**config.mk**
```make
export PLATFORM = sky130hd
export DESIGN_NAME = rsa_modexp5
export DESIGN_NICKNAME = d
export VERILOG_FILES = /design/src/rtl/rsa_modexp5.sv
export SDC_FILE = /design/constraint.sdc
export NUM_CORES = 1
export LEC_CHECK = 0
export ABC_AREA = 1
export BUFFER_PORTS_ARGS = -buffer_cell sky130_fd_sc_hd__buf_2
export CAP_MARGIN = 20
export CORE_MARGIN = 2
export CORE_UTILIZATION = 56
export CTS_CLUSTER_DIAMETER = 50
export CTS_CLUSTER_SIZE = 14
export DETAILED_ROUTE_END_ITERATION = 6
export PLACE_DENSITY = 0.84
export SKIP_LAST_GASP = 1
export SYNTH_ARGS = -nofsm -noshare
export SYNTH_HDL_FRONTEND = slang
export SYNTH_SLANG_ARGS = --single-unit
```
**constraint.sdc**
```tcl
create_clock -name clk -period 2.9 [get_ports clk]
set_input_delay 0.29 -clock clk [delete_from_list [all_inputs] [get_ports clk]]
set_output_delay 0.29 -clock clk [all_outputs]
set_load 0.05 [all_outputs]
```
**src/rtl/rsa_modexp5.sv**
```systemverilog
// rtl/rsa_modexp5.sv - left-to-right square-and-multiply modular exponentiation sequencer
//
// Computes base^exp mod n by driving an external modular multiplier through a
// one-cycle start / one-cycle done handshake: one squaring per exponent bit
// (MSB first, leading zeros included) and one multiply per set bit.
//
// Ports:
//   clk         in   rising-edge clock
//   reset_l     in   synchronous reset, active high
//   start       in   request, sampled only while idle
//   base        in   WIDTH      message / ciphertext, reduced mod n internally
//   exp         in   EXP_WIDTH  exponent
//   n           in   WIDTH      modulus
//   busy        out  high from the cycle after an accepted start through done
//   done        out  one-cycle pulse, result/err valid
//   result      out  WIDTH      final value, held until the next accepted start
//   err         out  set with done when n == 0, held like result
//   mul_start   out  one-cycle request to the multiplier
//   mul_a       out  WIDTH      multiplier operand a
//   mul_b       out  WIDTH      multiplier operand b
//   mul_n       out  WIDTH      multiplier modulus
//   mul_done    in   one-cycle completion pulse from the multiplier
//   mul_result  in   WIDTH      product mod n, valid with mul_done

module rsa_modexp5 #(
    parameter int WIDTH     = 5,
    parameter int EXP_WIDTH = 5
) (
    input  logic                 clk,
    input  logic                 reset_l,
    input  logic                 start,
    input  logic [WIDTH-1:0]     base,
    input  logic [EXP_WIDTH-1:0] exp,
    input  logic [WIDTH-1:0]     n,
    output logic                 busy,
    output logic                 done,
    output logic [WIDTH-1:0]     result,
    output logic                 err,
    output logic                 mul_start,
    output logic [WIDTH-1:0]     mul_a,
    output logic [WIDTH-1:0]     mul_b,
    output logic [WIDTH-1:0]     mul_n,
    input  logic                 mul_done,
    input  logic [WIDTH-1:0]     mul_result
);

    // A 1-bit exponent still needs a 1-bit index register.
    localparam int               IDX_W   = (EXP_WIDTH > 1) ? $clog2(EXP_WIDTH) : 1;
    localparam logic [IDX_W-1:0] IDX_MSB = IDX_W'(EXP_WIDTH - 1);

    typedef enum logic [2:0] {
        S_IDLE,
        S_REDUCE,
        S_SQR_REQ,
        S_SQR_WAIT,
        S_MUL_REQ,
        S_MUL_WAIT,
        S_DONE
    } state_t;

    state_t                 r_state;
    logic [WIDTH-1:0]       r_base;
    logic [EXP_WIDTH-1:0]   r_exp;
    logic [WIDTH-1:0]       r_n;
    logic [WIDTH-1:0]       r_acc;
    logic [IDX_W-1:0]       r_idx;
    logic [WIDTH-1:0]       r_result;
    logic                   r_err;

    state_t                 w_state_next;
    logic [WIDTH-1:0]       w_base_next;
    logic [EXP_WIDTH-1:0]   w_exp_next;
    logic [WIDTH-1:0]       w_n_next;
    logic [WIDTH-1:0]       w_acc_next;
    logic [IDX_W-1:0]       w_idx_next;
    logic [WIDTH-1:0]       w_result_next;
    logic                   w_err_next;
    logic                   w_idx_zero;
    logic                   w_exp_bit;
    logic                   w_mul_phase;

    assign w_idx_zero  = (r_idx == '0);
    assign w_exp_bit   = r_exp[r_idx];
    assign w_mul_phase = (r_state == S_MUL_REQ) || (r_state == S_MUL_WAIT);

    // State register. Reset clears every register that feeds an output, so all
    // outputs (including the operand buses) read zero from the reset edge on.
    always_ff @(posedge clk) begin
        if (reset_l) begin
            r_state  <= S_IDLE;
            r_base   <= '0;
            r_exp    <= '0;
            r_n      <= '0;
            r_acc    <= '0;
            r_idx    <= '0;
            r_result <= '0;
            r_err    <= 1'b0;
        end else begin
            r_state  <= w_state_next;
            r_base   <= w_base_next;
            r_exp    <= w_exp_next;
            r_n      <= w_n_next;
            r_acc    <= w_acc_next;
            r_idx    <= w_idx_next;
            r_result <= w_result_next;
            r_err    <= w_err_next;
        end
    end

    // Next-state and datapath updates.
    always_comb begin
        w_state_next  = r_state;
        w_base_next   = r_base;
        w_exp_next    = r_exp;
        w_n_next      = r_n;
        w_acc_next    = r_acc;
        w_idx_next    = r_idx;
        w_result_next = r_result;
        w_err_next    = r_err;

        case (r_state)
            S_IDLE: begin
                if (start) begin
                    w_base_next   = base;
                    w_exp_next    = exp;
                    w_n_next      = n;
                    w_acc_next    = WIDTH'(1);
                    w_idx_next    = IDX_MSB;
                    w_result_next = '0;
                    w_err_next    = 1'b0;
                    // Trivial moduli finish immediately with result 0; only
                    // n == 0 is flagged as an error.
                    if (n == '0) begin
                        w_err_next   = 1'b1;
                        w_state_next = S_DONE;
                    end else if (n == WIDTH'(1)) begin
                        w_state_next = S_DONE;
                    end else begin
                        w_state_next = S_REDUCE;
                    end
                end
            end

            // Repeated subtraction instead of a divider: the multiplier
            // expects operands already below n.
            S_REDUCE: begin
                if (r_base >= r_n) begin
                    w_base_next = r_base - r_n;
                end else begin
                    w_state_next = S_SQR_REQ;
                end
            end

            S_SQR_REQ: begin
                w_state_next = S_SQR_WAIT;
            end

            S_SQR_WAIT: begin
                if (mul_done) begin
                    w_acc_next = mul_result;
                    if (w_exp_bit) begin
                        w_state_next = S_MUL_REQ;
                    end else if (w_idx_zero) begin
                        // Result is captured on the way into DONE so it is
                        // already valid in the cycle done pulses.
                        w_result_next = mul_result;
                        w_state_next  = S_DONE;
                    end else begin
                        w_idx_next   = r_idx - 1'b1;
                        w_state_next = S_SQR_REQ;
                    end
                end
            end

            S_MUL_REQ: begin
                w_state_next = S_MUL_WAIT;
            end

            S_MUL_WAIT: begin
                if (mul_done) begin
                    w_acc_next = mul_result;
                    if (w_idx_zero) begin
                        w_result_next = mul_result;
                        w_state_next  = S_DONE;
                    end else begin
                        w_idx_next   = r_idx - 1'b1;
                        w_state_next = S_SQR_REQ;
                    end
                end
            end

            S_DONE: begin
                w_state_next = S_IDLE;
            end

            default: begin
                w_state_next = S_IDLE;
            end
        endcase
    end

    // Outputs decode directly from registers. Operands come from r_acc /
    // r_base / r_n, which only change on the mul_done edge, so they stay
    // stable from mul_start through mul_done without extra holding registers.
    assign busy      = (r_state != S_IDLE);
    assign done      = (r_state == S_DONE);
    assign result    = r_result;
    assign err       = r_err;
    assign mul_start = (r_state == S_SQR_REQ) || (r_state == S_MUL_REQ);
    assign mul_a     = r_acc;
    assign mul_b     = w_mul_phase ? r_base : r_acc;
    assign mul_n     = r_n;

endmodule

```
* Yosys cells after proc, flatten, opt, wreduce, memory -nomap -nowiden
Cells that the tools add are included.
Cells by class: equality and inequality tests 14, muxes and demuxes 31, reduce and logical (&&, ||, !) cells 15, add/subtract/negate cells 2, order comparisons 2
Operators with widths (number):
- $mux W5 | 10
- $mux W3 | 13
- $pmux W5 S2 | 2
- $pmux W3 S6 | 1
- $pmux W5 S3 | 1
- $ne A2 B2 Y1 const B | 6
- $eq A3 B3 Y1 const B | 3
- $pmux W3 S3 | 1
- $eq A3 B2 Y1 const B | 2
- $logic_not A3 Y1 | 2
- $reduce_and A3 Y1 | 2
- $reduce_bool A3 Y1 | 2
- $eq A5 B1 Y1 const B | 1
- $ge A5 B5 Y1 | 1
- $logic_not A5 Y1 | 1
- $reduce_and A5 Y1 | 1
- $sub A5 B5 Y5 | 1
- $lt A3 B4 Y1 const B | 1
- $reduce_and A4 Y1 | 1
- $reduce_bool A2 Y1 | 2
- $bmux W1 S3 | 1
- $eq A3 B1 Y1 const B | 1
- $sub A3 B1 Y3 const B | 1
- $logic_or A1 B1 Y1 | 2
- 4 further kinds | 5
Word-level totals: flip-flop bits (word level) 32, output and inout bits 24, word-level logic and storage cells 72, input port bits 24

* Logic depth before layout (Yosys ltp)
Gate-level depths: netlist (run 1).
word-level depth 5, depth in mapped cells 11, mapped depth without buffers 11

* Worst setup path after synthesis (run 1)
No wires, ideal clock.
kind register -> output, start register r_acc[2], in the netlist mul_a[2], end output mul_b[2], path buffers 0, required time 2.610 ns, arrival 1.836 ns, cell stages (with the launch flop) 3, slack 0.774 ns, cells stage by stage dfxtp_1 -> inv_1 -> o21ai_0
Between the ends: cells in the longest elaborated chain, start to end 1
Ends and longest elaborated chain:
- start: declaration | line 65 | logic [WIDTH-1:0] r_acc;
- start signal: assignment | line 103 | r_acc <= w_acc_next;
- $mux W5 | line 211 | assign mul_b = w_mul_phase ? r_base : r_acc;
- end: declaration | line 41 | output logic [WIDTH-1:0] mul_b,
Every way passes these cells.

* Worst setup path in the final report (run 1)
start register r_n[3], in the netlist mul_n[3], end register r_state[0]
Between the ends: cells in the longest elaborated chain, start to end 3
Ends and longest elaborated chain:
- start: declaration | line 64 | logic [WIDTH-1:0] r_n;
- start signal: assignment | line 102 | r_n <= w_n_next;
- $ge A5 B5 Y1 | line 147 | if (r_base >= r_n) begin
- $ne A2 B2 Y1 (no line)
- $reduce_and A4 Y1 (no line)
- end signal: assignment | line 99 | r_state <= w_state_next;
- end: declaration | line 61 | state_t r_state;
Every way passes these cells. A chain may end at the register's enable or synchronous reset.

==> results of run 1 <==
-- cells in the final DEF, fill, tap and decap left out, drive strengths merged --
master | netlist | layout
o21ai | 28 | 28
clkinv | 0 | 2
nor2 | 30 | 30
a22oi | 1 | 1
fa | 1 | 1
inv | 48 | 48
nor3 | 1 | 1
nand2 | 63 | 63
dfxtp | 32 | 32
buf | 3 | 47
xnor2 | 2 | 2
a21oi | 30 | 30
ha | 7 | 7
xor2 | 1 | 1
nand3 | 14 | 14
or2 | 1 | 1
or3 | 1 | 1
clkbuf | 2 | 6
nand4 | 9 | 9
-- routing by layer --
metal  track usage (%)  wire length (µm)  part of all wire (%)  up-vias
met5                 0                 0                     0        -
met1              28.9              1920                    46      832
met4              9.42                68                   1.6        0
met2              41.0              2000                    47       52
li1                  -                 -                     -      974
met3              8.40               218                   5.2        6
-- path summary, 6_finish.rpt --
check | endpoint | from | slack [ns] | depth (start not counted)
hold reg to reg | mul_a[4] | mul_a[4] | 0.46 | 2
setup / recovery | r_state[0] | mul_n[3] | 1.00 | 10
setup reg to reg | r_state[0] | mul_n[3] | 1.00 | 10
hold / removal | r_exp[4] | exp[4] | 0.17 | 3
-- flip-flops by register name (all words and copies together) (netlist names) --
| register | count |
|---|---|
| mul_a | 5 |
| mul_n | 5 |
| result | 5 |
| r_idx | 3 |
| r_state | 3 |
| r_exp | 5 |
| err | 1 |
| r_base | 5 |
-- cell families (layout without fill, tap and decap cells) --
| family | count (synthesis) | in the layout | synth area share [%] |
|---|---|---|---|
| fa+ha+maj | 8 | 8 | 5.84 |
| compound gates | 59 | 59 | 16.8 |
| flops | 32 | 32 | 34.8 |
| buf+inv | 53 | 103 | 11.1 |
| xor+xnor | 3 | 3 | 1.43 |
| simple gates | 119 | 119 | 30.1 |
-- power by group through the flow --
stage | registers [mW] | clock network (mW) | logic [mW]
floorplan | 0.824 | 0 | 1.11
global placement | 0.681 | 0 | 1.53
detailed placement | 0.684 | 0 | 1.56
CTS | 0.675 | 0.277 | 1.57
global route | 0.691 | 0.299 | 1.75
finish | 0.678 | 0.270 | 1.58
-- per-stage QoR --
stage	power, mW	util, %	setup WS (ns)
finish	2.53	69.9	1.00
global placement	2.21	67.9	1.14
detailed placement	2.25	67.9	1.07
floorplan	1.93	-	0.774
CTS	2.52	69.9	1.05
global route	2.74	69.9	0.843
-- critical path: stages, from the launching register on --
cell and delay, ns:
dfxtp_1 0.37, inv_1 0.06, ha_1 0.37, nand2_1 0.09, inv_1 0.06, a21oi_1 0.14
nand3_1 0.13, a21oi_1 0.33, o21ai_0 0.15, nand2_1 0.08, nor2_1 0.05
-- layout make-up --
cell class                      count  share of cell area (%)
Timing Repair Buffer               47                    10.8
Sequential cell                    32                    29.5
Tap cell                           44                    2.54
Multi-Input combinational cell    189                    46.0
Inverter                           48                    8.30
Clock buffer                        6                    2.36
Clock inverter                      2                   0.461
==> results_dict.tcl, run 1 <==
set metrics [dict create \
    synth_area_leaders "dfxtp_1, nand2_1, inv_1" \
    post_cts_buffers 0 \
    dieHeight_um 61.4 \
    place_congestion 0.851 \
    p_int_mw 1.16 \
    power_density_nw_per_um2 1160 \
    period_share_pct 65.5 \
    ant_nets 0 \
    switching_share_pct 53.9 \
    drc 0 \
    final_cells 368 \
    first_iter_violations 98 \
    grtUsageTotal_pct 24.5 \
    syn_nets 306 \
    yosysMostFrequentCell "nand2_1" \
    syn-cell-area_um2 1840 \
    period_needed_ns 1.90 \
    core_area_um2 3100 \
    h-tree-depth 2 \
    grt_pass1_wl_um 6600 \
    fmax_mhz 526 \
    ys_ff_latch 32 \
    path_clk_slew_ns 0.11 \
    cts_buffers 5 \
    pin_count 48 \
    synth-main-ff-cell "dfxtp_1" \
    hpwl_um 3240 \
    ctsHoldBuffers 0 \
    place_inst 360 \
    grt_max_degree 25 \
    worstPathMaxFanout 5 \
    route.detailed.wl_per_inst_um 11.4 \
    synthCells 274 \
    vdd_ir_drop_max_mv 0.577 \
    setup-tns-final_ns 0 \
    synth_top_area_share_pct 34.8 \
    cts_resized 0 \
    clkPwrFrac_pct 10.7 \
    wirelength_um 4200 \
    dieArea_um2 3770 \
    hold_viol 0 \
    numClockSinks 32 \
    synth_common_cells "nand2_1, inv_1, dfxtp_1, a21oi_1, o21ai_0" \
    cts_tree "built" \
    p_leak_nw 1.11 \
    antenna_found_initial 0 \
    num-fill-cells 307 \
    multi_input_area_um2 997 \
    post_drt_via_cell_ratio 5.07 \
    status "finished clean" \
    power.switching_mw 1.36 \
    p_seq_share_pct 26.8 \
    setup.worst_path.end_class "flop" \
    finalSetupViolCount 0 \
    stdcell_area_um2 2170 \
    synth.distinct_cells 27 \
    grt-ovfl-total 0 \
    async_flop_share_pct 0 \
    synth_seq_area_share_pct 34.8 \
    chipWidth_um 61.4 \
    hold_class "in2reg" \
    tightest_slew_ns 0.664 \
    hold_slack_ns 0.173 \
    clk_latency_ns 0.34 \
    netlist.top_cell.by_area "dfxtp_1" \
    placed_area_um2 2110 \
    clock_skew_ns 0.0102 \
    max_cap_viol_count 0 \
    crit_required_ns 3.15 \
    cts.path.max_buffers 2 \
    drv_slew 0 \
    combPwrFrac_pct 62.5 \
    grt_pass1_vias 1588 \
    syn_avg_cell_area_um2 6.73 \
    nNetsFinal 355 \
    drive_above_1_share_pct 22.5 \
    rows 20 \
    path_class "reg2reg" \
    initial_core_util_pct 59.4 \
    grt_setup_unrepaired "false" \
    ctsRootBufferMaster "clkbuf_4" \
    ff_latch_area_um2 641 \
    synth-edff-count 0 \
    areaGrowthSynthToFinish_pct 17.7 \
    arrival_ns 2.15 \
    yosys_warnings 0 \
    antenna_cells 0 \
    vias 1864 \
    slew_headroom_pct 55.7 \
    start_kind "flop" \
    numPortBuffers 47 \
    drt_first_pass_iters 4 \
]
Note: power is estimated with default switching activity, not from simulation.
==> run 2, diff against run 1 <==
--- a/config.mk
+++ b/config.mk
@@ -5,15 +5,15 @@
 export SDC_FILE = /design/constraint.sdc
 export NUM_CORES = 1
 export LEC_CHECK = 0
-export ABC_AREA = 1
+export ABC_AREA = 0
 export BUFFER_PORTS_ARGS = -buffer_cell sky130_fd_sc_hd__buf_2
 export CAP_MARGIN = 20
 export CORE_MARGIN = 2
-export CORE_UTILIZATION = 56
+export CORE_UTILIZATION = 52
 export CTS_CLUSTER_DIAMETER = 50
 export CTS_CLUSTER_SIZE = 14
 export DETAILED_ROUTE_END_ITERATION = 6
-export PLACE_DENSITY = 0.84
+export PLACE_DENSITY = 0.79
 export SKIP_LAST_GASP = 1
 export SYNTH_ARGS = -nofsm -noshare
 export SYNTH_HDL_FRONTEND = slang
==> constraint.sdc (replaced) <==
create_clock -name clk -period 1.9 [get_ports clk]
set_input_delay 0.19 -clock clk [delete_from_list [all_inputs] [get_ports clk]]
set_output_delay 0.19 -clock clk [all_outputs]
set_load 0.05 [all_outputs]
==> results_dict.tcl, run 2 <==
set metrics [dict create \
    hold_class "in2reg" \
    synth_top_area_share_pct 34.8 \
    vdd_ir_drop_max_mv 0.702 \
    synth_seq_area_share_pct 34.8 \
    start_kind "flop" \
    stdcell_area_um2 2360 \
    multi_input_area_um2 1190 \
    first_iter_violations 79 \
    dieHeight_um 63.5 \
    crit_required_ns 2.16 \
    cts_buffers 5 \
    worstPathMaxFanout 3 \
    yosys_warnings 0 \
    pin_count 48 \
    reg2reg_setup_slack_ns 0.003 \
    status "finished clean" \
    route.detailed.wl_per_inst_um 14.6 \
    ant_nets 0 \
    holdPathStages 3 \
    rows 21 \
    place_congestion 0.865 \
    netlist.top_cell.by_area "dfxtp_1" \
    antenna_cells 0 \
    ys_ff_latch 32 \
    path_clk_slew_ns 0.10 \
    ctsHoldBuffers 0 \
    ff_latch_area_um2 653 \
    hpwl_um 3500 \
    yosysMostFrequentCell "dfxtp_1" \
    grtUsageTotal_pct 25.5 \
    grt_max_degree 23 \
    ctsRootBufferMaster "clkbuf_4" \
    async_flop_share_pct 0 \
    areaGrowthSynthToFinish_pct 27.8 \
    fmax_mhz 527 \
    wirelength_um 4800 \
    drv_slew 0 \
    crit-reg2reg-launch "r_base[0]" \
    drt_first_pass_iters 4 \
    synth-main-ff-cell "dfxtp_1" \
    post-route-util_pct 70.1 \
    tightest_slew_ns 0.391 \
    r2r-end "r_base[4]" \
    path_cells "inv_1, ha_1, fa_1, nor2b_1, o21a_1, or3_1, a31oi_1, a221oi_2" \
    hold_end "r_exp[0]" \
    cts.path.max_buffers 2 \
    finalSetupViolCount 0 \
    synthCells 227 \
    synth_area_leaders "dfxtp_1, a21oi_1, nand2_1" \
    grt_setup_unrepaired "true" \
    final_common_cell "buf_2" \
    syn-cell-area_um2 1840 \
    layout_common_cells "buf_2, nand2_1, a21oi_1" \
    syn_avg_cell_area_um2 8.12 \
    grt_pass1_vias 1776 \
    grt-ovfl-total 0 \
    vias 1851 \
    min_from "exp[0]" \
    cts_tree "built" \
    antenna_found_initial 0 \
    post_drt_via_cell_ratio 5.63 \
    placed_area_um2 2170 \
    syn_nets 259 \
    hold_viol 0 \
    slew_headroom_pct 73.8 \
    cp_slowest_stage_delay_ns 0.40 \
    setup.worst_path.end_class "flop" \
    initial_core_util_pct 54.8 \
    p_leak_nw 0.970 \
    drive_above_1_share_pct 34.6 \
    period_share_pct 99.9 \
    chipWidth_um 63.5 \
    synth.distinct_cells 49 \
    synth-edff-count 0 \
    numClockSinks 32 \
    grt_pass1_wl_um 8030 \
    power_density_nw_per_um2 1580 \
    synth_common_cells "dfxtp_1, nand2_1, a21oi_1, nor2_1, o21ai_0" \
    nNetsFinal 314 \
    clock_skew_ns 0.00803 \
    path_class "reg2reg" \
    arrival_ns 2.16 \
    rr_worst_depth 8 \
    period_needed_ns 1.90 \
    clk_latency_ns 0.34 \
    h-tree-depth 2 \
    numPortBuffers 47 \
    dieArea_um2 4040 \
    max_cap_viol_count 0 \
    drc 0 \
    core_area_um2 3360 \
    worst_path_max_delay_cell "fa_1" \
    num-fill-cells 292 \
]
-- run 2: cell types whose count changed in the layout (fill, tap and decap cells not counted), moves of 4 or more --
cell and delta:
nor2_1 -7, buf_4 +14, inv_1 -34, dfxtp_2 +4
nor2b_1 +5, nand4_1 -8, o21ai_0 -13, dfxtp_1 -6
inv_2 -5, a221oi_2 +4, nand2_1 -30
-- run 2: worst max path at each step --
| stage | startpoint | end | slack, ns | cells past startpoint |
|---|---|---|---|---|
| 2_1_floorplan | r_state[1] | mul_b[0] | -0.12 | 4 |
| 3_3_place_gp | r_state[1] | r_idx[0] | 0.07 | 4 |
| 3_5_place_dp | mul_n[1] | r_base[3] | 0.02 | 7 |
| 4_1_cts | r_state[1] | mul_b[2] | -0.02 | 3 |
| 5_1_grt | r_base[0] | r_base[4] | -0.09 | 8 |
| 6_report | r_base[0] | r_base[4] | 0.003 | 8 |
-- run 2: timing repair --
item	CTS	global route
setup buffers	1	1
cloned	0	0
gates resized for setup	5	11
setup endpoints to repair	9	11
pin swaps	0	6
-- run 2: cell families after synthesis --
| kind of cell | Yosys count | synth area share (%) |
|---|---|---|
| simple gates | 89 | 25.6 |
| buf+inv | 22 | 5.70 |
| mux | 6 | 3.46 |
| xor+xnor | 1 | 0.475 |
| fa+ha+maj | 8 | 5.84 |
| flops | 32 | 34.8 |
| compound gates | 69 | 24.2 |
-- run 2: per-layer routing --
layer	global-route usage [%]	share of wire, %	vias to the layer above
met5	0	0	-
met4	11.7	1.9	0
met3	5.36	4.5	8
met2	41.7	49	51
met1	32.0	44	866
li1	-	-	926
-- run 2: power breakdown --
group	total (mW)	switching [mW]	internal (mW)
clock network	0.524	0.250	0.274
logic	2.17	1.29	0.873
registers	1.04	0.211	0.833
total	3.73	1.75	1.98
-- run 2: area by class of cell --
cell class | instances | area share [%]
well taps | 46 | 2.44
clock inverters | 3 | 1.81
multi-input cells | 173 | 50.6
clock buffers | 5 | 1.59
inverters | 9 | 1.43
flip-flops and latches | 32 | 27.7
repair buffers | 61 | 14.4
-- run 2: worst max-delay path, delay by kind of cell, from the launching register on --
family	cells	cell delay (ns)
compound gates	3	0.51
fa+ha+maj	2	0.65
buf+inv	1	0.07
flops	1	0.32
simple gates	2	0.26
-- run 2: metrics by stage --
stage / hold WS [ns] / setup WS (ns) / TNS, ns / power, mW / instances
after detailed placement: 0.436 / 0.0150 / 0 / 2.97 / 319
after floorplan: 0.316 / -0.121 / -0.241 / 2.54 / 227
after global routing: 0.0623 / -0.0905 / -0.272 / 3.97 / 329
final: 0.0719 / 0.00266 / 0 / 3.73 / 329
after global placement: 0.433 / 0.0744 / 0 / 2.94 / 319
after CTS: 0.0585 / -0.0162 / -0.0342 / 3.54 / 328
